**config.mk**
```make
export PLATFORM = sky130hd
export DESIGN_NAME = conv2d_frame_sequencer
export DESIGN_NICKNAME = d
export VERILOG_FILES = /design/src/rtl/conv2d_frame_sequencer.sv
export SDC_FILE = /design/constraint.sdc
export NUM_CORES = 1
export LEC_CHECK = 0
export CAP_MARGIN = 10
export CORE_MARGIN = 2
export CORE_UTILIZATION = 40
export DETAILED_ROUTE_END_ITERATION = 10
export PLACE_DENSITY = 0.71
export SLEW_MARGIN = 20
export SYNTH_ARGS = -nofsm -noshare
export SYNTH_HDL_FRONTEND = slang
export SYNTH_SLANG_ARGS = --single-unit
```
**constraint.sdc**
```tcl
create_clock -name clk -period 2.35 [get_ports clk]
set_clock_uncertainty 0.2 [all_clocks]
set_input_delay 0.235 -clock clk [delete_from_list [all_inputs] [get_ports clk]]
set_output_delay 0.235 -clock clk [all_outputs]
set_load 0.02 [all_outputs]
```
**src/rtl/conv2d_frame_sequencer.sv**
```systemverilog
// conv2d_frame_sequencer: sequences one N*N raster frame into a convolution datapath (clear, load, zero-pad flush, done)
module conv2d_frame_sequencer #(
  parameter int BIT_WIDTH = 17,
  parameter int INPUT_WIDTH = 8,
  parameter int PIPE_LATENCY = 5
)(
  input  logic                           clk,
  input  logic                           reset,
  input  logic                           start,
  input  logic                           pix_in_valid,
  input  logic [BIT_WIDTH-1:0]           pix_in,
  output logic                           pix_in_ready,
  output logic                           conv_reset,
  output logic [BIT_WIDTH-1:0]           conv_pixel,
  output logic                           conv_pixel_valid,
  output logic [$clog2(INPUT_WIDTH)-1:0] row,
  output logic [$clog2(INPUT_WIDTH)-1:0] col,
  output logic                           busy,
  output logic                           frame_done,
  output logic [7:0]                     frame_count
);
  localparam int AW = $clog2(INPUT_WIDTH);
  localparam logic [AW-1:0] LAST = AW'(INPUT_WIDTH - 1);
  localparam int CW = $clog2(PIPE_LATENCY + 2);
  typedef enum logic [2:0] {IDLE, CLEAR, LOAD, FLUSH, DONE} state_t;
  state_t state, next_state;
  logic [CW-1:0] cnt;
  logic xfer, last_px;
  assign xfer = pix_in_ready & pix_in_valid;
  assign last_px = (row == LAST) && (col == LAST);
  always_ff @(posedge clk or posedge reset) begin
    if (reset) begin
      state <= IDLE;
      cnt <= '0;
    end else begin
      state <= next_state;
      cnt <= (next_state != state) ? '0 : cnt + 1'b1;
    end
  end
  always_comb begin
    next_state = state;
    case (state)
      IDLE:    next_state = start ? CLEAR : IDLE;
      CLEAR:   next_state = (cnt == CW'(1)) ? LOAD : CLEAR;
      LOAD:    next_state = (xfer && last_px) ? FLUSH : LOAD;
      FLUSH:   next_state = (cnt == CW'(PIPE_LATENCY - 1)) ? DONE : FLUSH;
      DONE:    next_state = start ? CLEAR : IDLE;
      default: next_state = IDLE;
    endcase
  end
  always_ff @(posedge clk or posedge reset) begin
    if (reset) begin
      pix_in_ready <= 1'b0;
      conv_pixel <= '0;
      conv_pixel_valid <= 1'b0;
      row <= '0;
      col <= '0;
      frame_count <= '0;
    end else begin
      pix_in_ready <= next_state == LOAD;
      conv_pixel_valid <= xfer || state == FLUSH;
      conv_pixel <= (state == FLUSH) ? '0 : xfer ? pix_in : conv_pixel;
      col <= (next_state == CLEAR) ? '0 : xfer ? ((col == LAST) ? '0 : col + 1'b1) : col;
      row <= (next_state == CLEAR) ? '0 : (xfer && col == LAST) ? ((row == LAST) ? '0 : row + 1'b1) : row;
      frame_count <= frame_count + 8'(next_state == DONE && state != DONE);
    end
  end
  always_comb begin
    conv_reset = reset || state == CLEAR;
    busy = state != IDLE;
    frame_done = state == DONE;
  end
endmodule

```
==> metrics.txt <==
status=complete, no violations; WL final=3.67 mm; post-synthesis sequential area ratio=0.560; RSZ-0062 raised after global routing=no; CP Cell Sequence=or3_1 -> clkdlybuf4s50_1; Data arrival, critical path=1680 ps; switching part of the total=0.347; antenna cell count=0; worst-path fanout max=9; critical path class=register to output pin; Adder-Cell Fraction of Synth Area=0.0646; CTS Buf Count=5; global-route total usage across every layer=0.162; PD cells=roughly 900 nW/um^2; DIE AREA=4900 sq um; Syn Inst Count=172; Routed wire per std cell=roughly 13 um; clock sinks=39; relative slew slack=0.667; vias in the first global route=1326; CP startpoint kind=register; Synth Area in Simple Gates=0.195; fin util=0.574; Post-Syn Area=around 1700 sq um; Worst-path clk slew=70 ps; initial DRC count=just under 90; layout cell share with drive strength beyond 1=0.0647; setup TNS=0 ps; worst reg2reg setup slack=390 ps; Worst Max-Slew Pin Slew=499 ps; syn avg cell area=10.1 sq um; # rows=24; IO buf count=56; Power Internal=1.41 mW; maximum VDD drop=around 0.37 mV; Synth cell types=30; post-DR vias/cell=4.89; Comb power frac=0.386; H-tree Lvls=2; Final #Nets=263; clk buf depth=2; FF+latch count, synth=39; Clk network pwr share=0.188; DRC viols=0; largest family of logic cells by synthesized area=simple AND/OR/NAND/NOR gates; CTS tree=built; Final Setup Violations=0; Critical Path Slowest Stage Cell=clkdlybuf4s50_1; sum of buffers and inverters on the critical path=1; gpl congestion=0.878; core area=~4300 sq um; first-pass GRT wire length=6.20 mm; NetSw=0.753 mW; worst reg2reg path endpoint=frame_count[7]; HP Class=input port to async pin; FF-to-FF Start=cnt[0]; Period minus WS final=2120 ps; largest net degree at the start of global routing=40; initial antenna violation count=0; DRT Pass-1 Iters=4; gr ovfl total=0; initial core utilization=0.409; Max Freq=between 400 and 500 MHz; R2R depth=8; post-DP HPWL=roughly 2.6 mm; Period Utilization, post-route=0.901; Area Growth Syn to Fin=40.3%; Max-cap violations=0; WP data required=1910 ps; Root Driver=clkbuf_8; post-synth net total=~200; die height=70.0 um; Leakage=1.13 nW; Post-DRT Antenna Nets=0; Crit path largest cell delay=540 ps; post-synthesis mux area share=0; Vias=1389; Final Max Tran Viols=0; Ports=57; part of the power in registers=0.427; endpoints failing hold=0; delay-heaviest family, CP=buffers and inverters; Compound-Gate Fraction of Synth Area=0.118; Syn. warnings=0; Clock Latency Late Sink=280 ps; crit end category=output pin; Die W=70.0 um; Post-Synth XOR/XNOR Area=0.0352
==> power groups by stage <==
stage / Combinational, mW / Clock [mW] / Sequential [mW]
after global placement: 0.833 / 0 / 0.937
after detailed placement: 0.844 / 0 / 0.938
final: 0.836 / 0.407 / 0.925
after CTS: 0.847 / 0.424 / 0.926
after global routing: 0.922 / 0.449 / 0.949
after floorplan: 0.365 / 0 / 1.05
==> flip-flops by register name, indices dropped and copies added, names as in the netlist <==
| register | flops |
|---|---|
| state | 3 |
| pix_in_ready | 1 |
| conv_pixel_valid | 1 |
| row | 3 |
| cnt | 3 |
| col | 3 |
| frame_count | 8 |
| conv_pixel | 17 |
==> layout by cell type, fill, tap and decap left out <==
cell type / netlist / layout
a211oi_1: 1 / 1
a21oi_1: 24 / 24
clkdlybuf4s50_1: 0 / 55
nand2b_1: 2 / 2
and2_1: 1 / 1
nor2_1: 6 / 6
clkbuf_1: 3 / 1
nand3_1: 7 / 7
and3_1: 3 / 3
nor2b_1: 2 / 2
nor4b_2: 1 / 1
a21oi_2: 2 / 2
inv_1: 5 / 5
buf_4: 1 / 4
or3_1: 2 / 2
a2111oi_4: 1 / 1
o21ai_0: 2 / 2
nand3_2: 1 / 1
a211o_1: 1 / 1
clkbuf_8: 0 / 5
nand2_1: 41 / 41
xnor2_1: 5 / 5
o311a_1: 1 / 1
xor2_1: 2 / 2
dfrtp_1: 39 / 39
ha_1: 9 / 9
nor3_1: 4 / 4
nor3b_1: 2 / 2
nor2_2: 1 / 1
dlymetal6s2s_1: 0 / 1
o21ai_1: 1 / 1
==> per-stage QoR <==
stage               cell area (sq um)  cells  hold WS [ps]  power [mW]  setup slack [ps]
finish                           2450    284           222        2.17               232
global placement                 2370    278           261        1.77               400
CTS                              2440    284           255        2.20              63.2
detailed placement               2370    278           266        1.78               378
floorplan                        1740    172           165        1.42               311
global route                     2450    284           288        2.32               172
==> logic make-up after synthesis <==
family                   count (synthesis)
AO/OA/AOI/OAI                           33
XOR/XNOR                                 7
adder cells (fa/ha/maj)                  9
buffers and inverters                   11
flip-flops                              39
AND/OR/NAND/NOR                         73
==> tightest hold or removal path, cell delays in order <==
cell,delay (ps)
clkdlybuf4s50_1,400
inv_1,80
buf_4,430
==> cell usage after synthesis (all sizes together) <==
library cell	number	area [sq um]
o311a	1	10.0
inv	5	18.8
nor4b	1	15.0
nand3	8	45.0
o21ai	3	15.0
xnor2	5	43.8
nand2	41	154
clkbuf	3	11.3
nor3b	2	15.0
nor2	7	28.8
nor2b	2	12.5
nor3	4	20.0
xor2	2	17.5
dfrtp	39	976
buf	3	16.3
a21oi	26	138
and2	1	6.26
a211oi	1	7.51
and3	3	18.8
nand2b	2	12.5
ha	9	113
a211o	1	8.76
a2111oi	1	27.5
or3	2	12.5
==> layout make-up <==
class,instances,area (sq um)
inverter,5,18.8
fill,386,1820
multi-input combinational,122,721
sequential,39,976
tap,52,65.1
clock buffer,6,72.6
timing repair buffer,60,593
==> metal layers <==
layer | global-route usage | part of all wire
met5 | 0 | 0
met4 | 0.0513 | 0.013
met3 | 0.0534 | 0.062
met2 | 0.250 | 0.46
met1 | 0.216 | 0.46
==> repair_timing <==
action | 4_1_cts | 5_1_grt
setup buffers | 0 | 0
resized for setup | 0 | 1
hold buffers | 0 | 0
setup endpoints to repair | 0 | 1
==> how the worst max path moves through the flow <==
stage / startpoint / to / slack [ps] / cells after the start
after detailed placement: cnt[0] / frame_count[7] / 380 / 8
after CTS: state[2] / conv_reset / 60 / 3
after global placement: state[2] / conv_reset / 400 / 3
final: state[0] / busy / 230 / 2
after floorplan: reset / conv_reset / 310 / 2
after global routing: state[1] / busy / 170 / 2
Power figures use the tool's default switching activity.
